## config.mk

```make
export PLATFORM = sky130hd
export DESIGN_NAME = intra_mcm_tap_sequencer
export DESIGN_NICKNAME = d
export VERILOG_FILES = /design/src/rtl/intra_mcm_tap_sequencer.sv
export SDC_FILE = /design/constraint.sdc
export NUM_CORES = 1
export LEC_CHECK = 0
export ABC_AREA = 0
export BUFFER_PORTS_ARGS = -buffer_cell sky130_fd_sc_hd__buf_2
export CORE_AREA = 2 2 164 166
export DETAILED_ROUTE_END_ITERATION = 16
export DIE_AREA = 0 0 166 168
export HOLD_SLACK_MARGIN = 0.1
export PLACE_DENSITY_LB_ADDON = 0.15
export SETUP_SLACK_MARGIN = 0.5
export SYNTH_ARGS = -nofsm -noshare
export SYNTH_HDL_FRONTEND = slang
export SYNTH_SLANG_ARGS = --single-unit
```

## constraint.sdc

```tcl
create_clock -name clk -period 8.69 [get_ports clk]
set_input_delay 2.607 -clock clk [delete_from_list [all_inputs] [get_ports clk]]
set_output_delay 2.607 -clock clk [all_outputs]
set_load 0.005 [all_outputs]
```

## src/rtl/intra_mcm_tap_sequencer.sv

```systemverilog
// rtl/intra_mcm_tap_sequencer.sv - 4-tap intra interpolator time-multiplexed over one shared MCM
module intra_mcm_tap_sequencer #(
    parameter int SHIFT = 4,
    parameter int ACC_W = 18
) (
    input  logic         clk,
    input  logic         rst_n,
    input  logic         in_valid,
    output logic         in_ready,
    input  logic [31:0]  in_samples,
    input  logic [19:0]  in_codes,
    output logic [7:0]   mcm_x,
    input  logic [351:0] mcm_y,
    output logic         out_valid,
    input  logic         out_ready,
    output logic [7:0]   out_data,
    output logic         busy,
    output logic         code_err
);

    typedef enum logic [1:0] {S_IDLE, S_MAC, S_DONE} state_t;

    localparam logic signed [ACC_W-1:0] RND = ACC_W'(1 << (SHIFT - 1));

    state_t                   state_q, state_d;
    logic [1:0]               tap_q;
    logic signed [ACC_W-1:0]  acc_q;
    logic [31:0]              samples_q;
    logic [19:0]              codes_q;
    logic [7:0]               out_data_q;
    logic                     code_err_q;

    logic [7:0]               cur_sample;
    logic [4:0]               cur_code;
    logic                     code_ok;
    logic [15:0]              product;
    logic signed [ACC_W-1:0]  sum;
    logic signed [ACC_W-1:0]  shifted;
    logic [7:0]               clipped;

    always_comb begin
        cur_sample = samples_q[7:0];
        cur_code   = codes_q[4:0];
        case (tap_q)
            2'd0: begin cur_sample = samples_q[7:0];   cur_code = codes_q[4:0];   end
            2'd1: begin cur_sample = samples_q[15:8];  cur_code = codes_q[9:5];   end
            2'd2: begin cur_sample = samples_q[23:16]; cur_code = codes_q[14:10]; end
            default: begin cur_sample = samples_q[31:24]; cur_code = codes_q[19:15]; end
        endcase
    end

    // Codes 22..31 have no MCM output behind them and contribute zero.
    always_comb begin
        product = 16'd0;
        code_ok = 1'b0;
        for (int k = 0; k < 22; k++) begin
            if (cur_code == 5'(k)) begin
                product = mcm_y[k*16 +: 16];
                code_ok = 1'b1;
            end
        end
    end

    always_comb begin
        sum     = acc_q + {{(ACC_W-16){product[15]}}, product};
        shifted = (sum + RND) >>> SHIFT;
        if (shifted[ACC_W-1])
            clipped = 8'd0;
        else if (|shifted[ACC_W-2:8])
            clipped = 8'd255;
        else
            clipped = shifted[7:0];
    end

    always_ff @(posedge clk or negedge rst_n) begin
        if (!rst_n)
            state_q <= S_IDLE;
        else
            state_q <= state_d;
    end

    always_comb begin
        state_d = state_q;
        case (state_q)
            S_IDLE:  if (in_valid)     state_d = S_MAC;
            S_MAC:   if (tap_q == 2'd3) state_d = S_DONE;
            S_DONE:  if (out_ready)    state_d = S_IDLE;
            default:                   state_d = S_IDLE;
        endcase
    end

    always_comb begin
        in_ready  = (state_q == S_IDLE);
        out_valid = (state_q == S_DONE);
        busy      = (state_q != S_IDLE);
        mcm_x     = (state_q == S_MAC) ? cur_sample : 8'd0;
    end

    always_ff @(posedge clk or negedge rst_n) begin
        if (!rst_n) begin
            tap_q      <= 2'd0;
            acc_q      <= '0;
            samples_q  <= '0;
            codes_q    <= '0;
            out_data_q <= 8'd0;
            code_err_q <= 1'b0;
        end else begin
            case (state_q)
                S_IDLE: begin
                    if (in_valid) begin
                        samples_q  <= in_samples;
                        codes_q    <= in_codes;
                        acc_q      <= '0;
                        tap_q      <= 2'd0;
                        code_err_q <= 1'b0;
                    end
                end
                S_MAC: begin
                    acc_q <= sum;
                    tap_q <= tap_q + 2'd1;
                    if (!code_ok)
                        code_err_q <= 1'b1;
                    if (tap_q == 2'd3)
                        out_data_q <= clipped;
                end
                default: ;
            endcase
        end
    end

    assign out_data = out_data_q;
    assign code_err = code_err_q;

endmodule
```

* Yosys cells after proc, flatten, opt, wreduce, memory -nomap -nowiden
Cells that the tools add are included.
** Operators by class
- Add/sub/neg operators :: 3
- Multipliers :: 0
- Div/mod/pow operators :: 0
- $lt $le $gt $ge :: 0
- Equality and inequality tests :: 30
- Shift operators :: 0
- Mux-type cells :: 60
- Bitwise gates (word level) :: 0
- Reductions and logical operators :: 11
** Operator list (count)
- 2-to-1 mux 16 bit :: 22
- equality test 5 x 4 -> 1 bit, second input constant :: 8
- one-hot mux 18 bit (2 select lines) :: 1
- equality test 5 bit, second input constant :: 6
- 2-to-1 mux 1 bit :: 24
- 2-to-1 mux 8 bit :: 3
- one-hot mux 8 bit (3 select lines) :: 1
- equality test 5 x 3 -> 1 bit, second input constant :: 4
- adder 18 bit :: 1
- adder 18 x 5 -> 18 bit, second input constant :: 1
- 2-to-1 mux 18 bit :: 1
- one-hot mux 5 bit (3 select lines) :: 1
- equality test 5 x 2 -> 1 bit, second input constant :: 2
- 2-to-1 mux 2 bit :: 4
- equality test 2 bit, second input constant :: 3
- one-hot mux 2 bit (3 select lines) :: 1
- AND reduction 2 bit :: 3
- AND reduction 3 bit :: 2
- OR reduction 6 bit :: 1
- equality test 5 x 1 -> 1 bit, second input constant :: 1
- zero test 5 bit :: 1
- equality test 2 x 1 -> 1 bit, second input constant :: 2
- zero test 2 bit :: 2
- inequality test 2 x 1 -> 1 bit, second input constant :: 2
- other kinds (5) :: 7
** Word-level totals
- Flip-flop bits (word level) :: 83
- Bits in latches :: 0
- Memory bits (writable) :: 0
- Memory bits (read-only) :: 0
- Input bits :: 408
- Memories :: 0

* Logic depth before layout (Yosys ltp)
Gate-level depths: netlist of run 1.
- Word-level depth :: 30
- Depth in mapped cells :: 29
- Depth with buffers taken out :: 25

* Least setup slack after synthesis of run 1
OpenSTA, ideal clock, no wires.
- Path kind :: input to register
- Start :: in mcm_y[0]
- End :: reg out_data_q[1] (netlist: out_data[1])
- Setup time :: 133 ps
- Data arrival time :: 7086 ps
- Required time :: 8557 ps
- Path slack :: 1471 ps
- Stages :: 19
- Path buffers :: 0
- Cells stage by stage :: mux2i_1 o2bb2ai_1 a222oi_1 a211o_1 a31oi_1 a2111oi_0 a2111o_1 a211oi_2 ha_1 fa_1 a211o_2 a2111o_1 nand3_1 or2b_2 or4_4 or4_1 o21ai_0 o211a_1 a211oi_1
** On the way
- Longest elaborated chain between the ends :: 27
** RTL lines
- start, declared :: line 13 : input logic [351:0] mcm_y,
- 2-to-1 mux 16 bit * (22 in a row) :: line 57 : if (cur_code == 5'(k)) begin
- adder 18 bit * :: line 65 : sum = acc_q + {{(ACC_W-16){product[15]}}, product};
- adder 18 x 5 -> 18 bit * :: line 66 : shifted = (sum + RND) >>> SHIFT;
- OR reduction 6 bit :: line 69 : else if (|shifted[ACC_W-2:8])
- 2-to-1 mux 8 bit :: line 69
- 2-to-1 mux 8 bit * :: line 67 : if (shifted[ACC_W-1])
- end signal, assigned :: line 124 : out_data_q <= clipped;
- end, declared :: line 30 : logic [7:0] out_data_q;
Mark *: on every way between the ends. The rest lies on a longest branch, timed or not.
A chain may end at the register's enable or synchronous reset.

* Worst setup path in the final report of run 1
- Start :: in mcm_y[10]
- End :: reg out_data_q[3] (netlist: out_data[3])
The elaborated chain is that of the path after synthesis.

==> results of run 1 <==
-- path summary, 6_finish.rpt --
path / from / end
setup / recovery: mcm_y[10] / out_data[3]
min in group asynchronous: rst_n / samples_q[11]
hold reg to reg: samples_q[21] / samples_q[21]
setup reg to reg: tap_q[0] / out_data[3]
hold / removal: samples_q[21] / samples_q[21]
max in group asynchronous: rst_n / acc_q[8]
-- synthesized netlist by cell type (all sizes together) (9+ instances only) --
master | instances | area, µm²
nand2 | 249 | 935
nor2 | 101 | 382
dfrtp | 83 | 2080
a21oi | 71 | 355
o21ai | 68 | 340
clkbuf | 54 | 213
a211oi | 34 | 270
a221oi | 30 | 269
nand3 | 30 | 150
a222oi | 26 | 260
inv | 25 | 93.8
ha | 23 | 288
o22ai | 23 | 144
o221ai | 16 | 140
a22oi | 15 | 113
a31oi | 14 | 87.6
xnor2 | 14 | 123
mux2i | 13 | 130
nor3 | 13 | 65.1
o31ai | 10 | 75.1
and3 | 9 | 57.6
-- metrics by stage --
step           instances  instance area (µm²)  setup slack (ps)
6_report            1872                11000               965
5_1_grt             1871                11000               553
4_1_cts             1855                11000               860
3_5_place_dp        1839                10700               632
3_3_place_gp        1839                10700               789
2_1_floorplan       1092                 8040              1470
-- cell usage in the layout, fill, tap and decap left out, drive strengths merged, types with 7 or more instances in the layout --
| cell type | netlist | final |
|---|---|---|
| nor3 | 13 | 13 |
| diode | 0 | 16 |
| o221ai | 16 | 16 |
| a22oi | 15 | 15 |
| nor2b | 7 | 7 |
| xnor2 | 14 | 14 |
| a221oi | 30 | 30 |
| o21a | 7 | 7 |
| ha | 23 | 23 |
| a21oi | 71 | 71 |
| a222oi | 26 | 26 |
| a31oi | 14 | 14 |
| buf | 8 | 470 |
| a21o | 7 | 7 |
| o211ai | 8 | 8 |
| and3 | 9 | 9 |
| a22o | 7 | 7 |
| mux2i | 13 | 13 |
| nand3 | 30 | 30 |
| nand2 | 249 | 249 |
| dfrtp | 83 | 83 |
| inv | 25 | 28 |
| nor2 | 101 | 101 |
| o31ai | 10 | 10 |
| o22ai | 23 | 23 |
| a211oi | 34 | 34 |
| o21ai | 68 | 68 |
| and2 | 7 | 7 |
| clkbuf | 54 | 10 |
-- per-layer routing --
| layer | wire, µm | share of wire [%] | track usage (%) |
|---|---|---|---|
| met1 | 17700 | 40 | 37.5 |
| met2 | 21700 | 49 | 52.6 |
| met3 | 3000 | 6.8 | 4.72 |
| met4 | 1830 | 4.1 | 13.3 |
| met5 | 0 | 0 | 0 |
-- what timing repair did --
action	CTS	global route
gates resized for setup	0	6
endpoints found under the setup margin	0	9
setup buffers	0	1
-- state kept, by name, indices dropped and copies added, names as in the netlist --
signal,cells
samples_q,32
codes_q,20
acc_q,18
out_data,8
state_q,2
tap_q,2
code_err,1
-- layout make-up --
type	count	area share, %
diodes	16	0.362
clock buffers	10	2.07
well taps	341	3.86
inverters	25	0.849
repair buffers	470	22.3
flip-flops and latches	83	18.8
multi-input cells	921	51.1
clock inverters	6	0.646
-- critical path: cells and delay by family --
kind | cells | cell delay (ps)
buf+inv | 2 | 320
compound gates | 13 | 3580
simple gates | 2 | 560
fa+ha+maj | 1 | 380
mux | 1 | 470
-- cells by family (layout without fill, tap and decap cells) --
logic type | count (synthesis) | after routing | synth area share (%)
multiplexers | 18 | 18 | 2.60
other | 0 | 16 | 0
flip-flops | 83 | 83 | 25.8
buffers and inverters | 88 | 511 | 4.42
adder cells (fa/ha/maj) | 24 | 24 | 3.83
AO/OA/AOI/OAI | 396 | 396 | 35.8
AND/OR/NAND/NOR | 464 | 464 | 25.4
XOR/XNOR | 19 | 19 | 2.07
==> results.ini, run 1 <==
[status]
status = completed

[route]
vias = 10800
dr.pass1.iters = 8
routed_wl_um = 44300
drt_iter0_drc = 1023
drcViolationCount = 0
antenna_left = 0
routedWlPerCell_um = 23.7
viasPerCell = 5.74

[floorplan]
rows = 60
num_io_pins = 428
coreArea_um2 = 26400
die_area_um2 = 27900
initial_core_util_pct = 30.5
die_w_um = 166
fp.dieH_um = 168

[yosys]
synth.ff_latch_count = 83
synthArstFlopShare_pct = 100
syn-cell-area_um2 = 8040
synth-edff-count = 0
syn_area_per_cell_um2 = 7.36
yosys_warnings = 0
synthFlopType = dfrtp_1
ys_seq_area_share_pct = 25.8
ys_types = 87
synthCells = 1092
syn_nets = 1524

[timing]
fmax_mhz = 129
finalHoldViolations = 0
worstMarginPinSlew_ps = 1080
skew_ps = 7.84
max-slew-margin-rel_pct = 28.2
rsz0062_at_grt = no
period_needed_ps = 7720
drv_slew = 0
setup_viol = 0
finalCritPeriodShare_pct = 88.9
tns_ps = 0
whs_ps = 477

[worst_setup_path]
end_kind = flop
cp.required_ps = 8900
critPathSlowestCell = a2111oi_0
critical_path_arrival_ps = 7930
critPathMaxFanout = 8
rr_worst_depth = 24
path_class = input pin to flop
regToRegSetupSlack_ps = 1070
crit_top_cell = o21ai_0
cpPeakStageDelay_ps = 530
path_cells = buf_2 -> mux4_2 -> a221oi_1 -> nand4_1 -> o21ai_0 -> a31oi_1 -> o21ai_0 -> a21oi_1 -> ha_1 -> o21ai_0 -> a21oi_1 -> a2111oi_0 -> buf_4 -> o31ai_2 -> or3_2 -> o32a_2 -> a211oi_1 -> a41o_2 -> a211oi_1
start_kind = input pin

[grt]
overflow = 0
grt_pass1_wl_um = 64900
grt.total_usage_pct = 30.4
grt_antenna_before_repair = 16
grt_max_degree = 84
grt_pass1_vias = 10400

[run]
maxCapViolations = 0

[cts]
htreeDepth = 3
cts-root-buf = clkbuf_16
ctsHoldBuffers = 0
clkSinkCount = 83
numCtsBuffers = 9
cts_tree = yes
worstSkewPairLatency_ps = 340
clk_pin_slew_ps = 60
clockBufferDepth = 2

[layout]
fin_util_pct = 41.9
drive_gt1_share_pct = 34.9
area_growth_syn_to_layout_pct = 37.4
nNetsFinal = 1942
fill_cells = 2882
layout.area.seq_um2 = 2080
multi_input_area_um2 = 5650

[placement]
hpwl_um = 35800
gp_congestion = 1.03
port_buffers = 427

[min_path]
hold_depth = 2
hold_class = flop to flop

Power of run 1 is not shown: default switching activity piles up to over one toggle a cycle in this logic, so the estimate is an artifact.
==> inputs of run 2 (changes only) <==
==> constraint.sdc (replaced) <==
create_clock -name clk -period 8.9 [get_ports clk]
set_input_delay 2.67 -clock clk [delete_from_list [all_inputs] [get_ports clk]]
set_output_delay 2.67 -clock clk [all_outputs]
set_load 0.02 [all_outputs]
==> run 2 against run 1 <==
Non-clock buffer count down 5. Clock skew about the same. Via count down 0.33%. Sequential share of layout area up 0.13 points. Cell area down 0.69%. Cell count down 0.53%. Global-route usage down 0.10 points. Wire length down 0.23%. Die area unchanged. Critical path type is now flop to flop.
==> results.ini, run 2 (same netlist as run 1, synthesis figures left out) <==
[status]
status = completed

[timing]
setup_viol = 0
max-slew-margin-rel_pct = 30.0
skew_ps = 7.85
worstMarginPinSlew_ps = 1050
drv_slew = 0
fmax_mhz = 126
period_needed_ps = 7910
finalCritPeriodShare_pct = 88.9
tns_ps = 0
rsz0062_at_grt = no
finalHoldViolations = 0

[floorplan]
initial_core_util_pct = 30.5
num_io_pins = 428
die_area_um2 = 27900
coreArea_um2 = 26400
die_w_um = 166
fp.dieH_um = 168
rows = 60

[layout]
nNetsFinal = 1937
area_growth_syn_to_layout_pct = 36.5
largest_register = samples_q
reg.largest.list = samples_q (32), codes_q (20), acc_q (18)
multi_input_area_um2 = 5630
layout.area.seq_um2 = 2080
largest_reg_flops = 32
final_cell_mix = 426 x buf_2, 248 x nand2_1, 100 x nor2_1
fill_cells = 2829
final_common_cell = buf_2
drive_gt1_share_pct = 34.4

[cts]
cts_tree = yes
htreeDepth = 3
clk_pin_slew_ps = 70
numCtsBuffers = 9
cts-root-buf = clkbuf_16
cts_resized = 0
ctsHoldBuffers = 0
clkSinkCount = 83
clockBufferDepth = 2
cts_setup_buffers = 0
worstSkewPairLatency_ps = 350

[grt]
grt_pass1_vias = 10300
grt_pass1_wl_um = 64400
grt.total_usage_pct = 30.3
overflow = 0
grt_antenna_before_repair = 10
grt_max_degree = 68

[route]
antenna_left = 0
drcViolationCount = 0
routedWlPerCell_um = 23.7
drt_iter0_drc = 1008
vias = 10700
dr.pass1.iters = 8
viasPerCell = 5.75
routed_wl_um = 44200

[min_path]
hold_class = flop to flop

[placement]
hpwl_um = 36000
gp_congestion = 0.969
port_buffers = 427

[worst_setup_path]
critical_path_arrival_ps = 8160
critPathMaxFanout = 16
path_buf_inv = 2
cpPeakStageDelay_ps = 640
end_kind = flop
start_kind = flop
cp.required_ps = 9150
critPathSlowestCell = or4b_2
crit_family = compound AO/OA/AOI/OAI gates
path_class = flop to flop
crit_top_cell = a211oi_1
path_cells = inv_1 -> ha_1 -> a222oi_1 -> buf_4 -> nand2_1 -> o32ai_4 -> and2_1 -> a222oi_1 -> a211o_1 -> a31oi_1 -> a2111oi_0 -> a2111o_1 -> a211oi_2 -> ha_1 -> a211oi_1 -> o211ai_1 -> a31oi_1 -> xnor2_1 -> or4b_2 -> a211oi_1 -> xnor2_1 -> a211oi_1 -> a41o_2 -> a211oi_1

[run]
maxCapViolations = 0

==> run 2: final timing paths <==
path / startpoint / endpoint / slack, ps / cells after the start
setup / recovery: tap_q[0] / out_data[0] / 990 / 24
hold / removal: codes_q[5] / codes_q[5] / 470 / 2
setup reg to reg: tap_q[0] / out_data[0] / 990 / 24
hold reg to reg: codes_q[5] / codes_q[5] / 470 / 2
max in group asynchronous: rst_n / acc_q[7] / 5610 / 2
min in group asynchronous: rst_n / samples_q[19] / 2280 / 1
==> run 2: metal layers <==
layer	GRT usage [%]	routed length [µm]
met5	0	0
met4	13.0	1790
met3	3.71	2750
met2	52.3	21700
met1	38.1	18000
==> run 2: through the flow <==
step	util, %	cells	hold slack (ps)	cell area (µm²)	setup WS [ps]
2_1_floorplan	-	1092	445	8040	1620
3_3_place_gp	40.4	1835	458	10600	692
3_5_place_dp	40.4	1835	462	10600	524
4_1_cts	41.5	1851	479	10900	904
5_1_grt	41.6	1862	504	11000	502
6_report	41.6	1862	473	11000	986
==> run 2: cell type report <==
| type | instances | share of cell area, % |
|---|---|---|
| multi-input combinational | 921 | 51.4 |
| timing repair buffer | 465 | 22.1 |
| sequential | 83 | 18.9 |
| tap | 341 | 3.89 |
| clock buffer | 10 | 2.09 |
| inverter | 25 | 0.855 |
| clock inverter | 6 | 0.536 |
| antenna | 11 | 0.251 |
==> run 2: worst min-delay path, stage by stage, from the launching register on <==
cell	delay [ps]
dfrtp_1	340
nand2_1	50
nand2_1	50
Power of run 2 is left out for the same reason.
==> inputs of run 3 (changes only) <==
PLACE_DENSITY = 0.66   (was not set)
PLACE_DENSITY_LB_ADDON = not set   (was 0.15)
==> run 3 against run 2 <==
Flip-flop and latch count did not move. Worst setup slack got worse by 250 ps. Global-route usage increased by 0.20 points. Wire length is 2.2% higher. Die area unchanged.
==> results.ini, run 3 (same netlist as run 1, synthesis figures left out) <==
[status]
status = completed

[cts]
clkSinkCount = 83
worstSkewPairLatency_ps = 350
cts_tree = yes
numCtsBuffers = 9
cts-root-buf = clkbuf_16
clockBufferDepth = 2
htreeDepth = 3
clk_pin_slew_ps = 70

[run]
maxCapViolations = 0

[timing]
rsz0062_at_grt = no
max-slew-margin-rel_pct = 22.8
drv_slew = 0
skew_ps = 11.7
setup_viol = 0
fmax_mhz = 123
finalCritPeriodShare_pct = 91.7
period_needed_ps = 8160
worstMarginPinSlew_ps = 1160
finalWorstSetupSlack_ps = 739
tns_ps = 0
finalHoldViolations = 0

[layout]
largest_reg_flops = 32
largest_register = samples_q
drive_gt1_share_pct = 34.3
fin_util_pct = 41.7
nNetsFinal = 1934
final_common_cell = buf_2
reg.largest.list = samples_q (32), codes_q (20), acc_q (18)
final_cell_mix = 426 x buf_2, 248 x nand2_1, 100 x nor2_1
stdcell_count = 1867
area_growth_syn_to_layout_pct = 36.6

[worst_setup_path]
crit_family = compound AO/OA/AOI/OAI gates
critPathSlowestCell = a2111oi_1
cpPeakStageDelay_ps = 710
critPathMaxFanout = 27
end_kind = flop
path_buf_inv = 3
cp.required_ps = 9140
start_kind = flop
crit_top_cell = a211oi_1
critical_path_arrival_ps = 8400
path_class = flop to flop

[grt]
grt_pass1_vias = 10600
overflow = 0
grt_pass1_wl_um = 64800
globalRouteMet1Util_pct = 36.7
grt_antenna_before_repair = 20
grt_max_degree = 84
grt.total_usage_pct = 30.5
grt_use_met3_pct = 5.81
grt.busiest_layer = met2
met2_usage_pct = 50.2

[route]
routed_wl_um = 45100
vias = 11100
dr.pass1.iters = 8
routedWlPerCell_um = 24.2
drt_iter0_drc = 1243
antenna_left = 0
drcViolationCount = 0
viasPerCell = 5.92

[floorplan]
rows = 60
initial_core_util_pct = 30.5
die_w_um = 166
fp.dieH_um = 168
coreArea_um2 = 26400
die_area_um2 = 27900
num_io_pins = 428

[placement]
gp_congestion = 1.08
place_ws_ps = 375
hpwl_um = 36300
port_buffers = 427
dp.cells = 1830

[min_path]
hold_class = flop to flop

-- run 3: final timing paths --
check	cells past startpoint	end	from	slack (ps)
hold / removal	2	samples_q[28]	samples_q[28]	480
max in group asynchronous	1	samples_q[17]	rst_n	5640
hold reg to reg	2	samples_q[28]	samples_q[28]	480
setup / recovery	25	out_data[6]	tap_q[0]	740
min in group asynchronous	1	acc_q[8]	rst_n	2540
setup reg to reg	25	out_data[6]	tap_q[0]	740
-- run 3: routing by layer --
| metal | vias up | share of wire (%) | routed length, µm |
|---|---|---|---|
| met4 | 2 | 6.3 | 2860 |
| met1 | 5276 | 38 | 17300 |
| met3 | 129 | 8.6 | 3900 |
| met5 | - | 0.024 | 11 |
| li1 | 4980 | - | - |
| met2 | 669 | 47 | 21000 |
-- run 3: metrics by stage --
stage / cell area [µm²] / hold slack, ps
4_1_cts: 10900 / 482
5_1_grt: 11000 / 502
6_report: 11000 / 478
2_1_floorplan: 8040 / 445
3_5_place_dp: 10600 / 463
3_3_place_gp: 10600 / 458
-- run 3: area by class of cell --
class	instances	area, µm²
diodes	19	47.5
clock inverters	6	56.3
inverters	25	93.8
well taps	341	427
fillers	2814	15400
clock buffers	10	239
multi-input cells	921	5640
repair buffers	462	2400
flip-flops and latches	83	2080
-- run 3: timing repair --
item / in CTS / in global routing
gates resized for setup: 1 / 3
hold buffers: 0 / 0
setup buffers: 0 / 2
pin swaps: 0 / 1
setup endpoints to repair: 1 / 8
-- run 3: worst min-delay path: cells and delay by family (launching register included) --
kind / cells / cell delay [ps]
flops: 1 / 340
simple gates: 2 / 100
Power of run 3 is left out for the same reason.
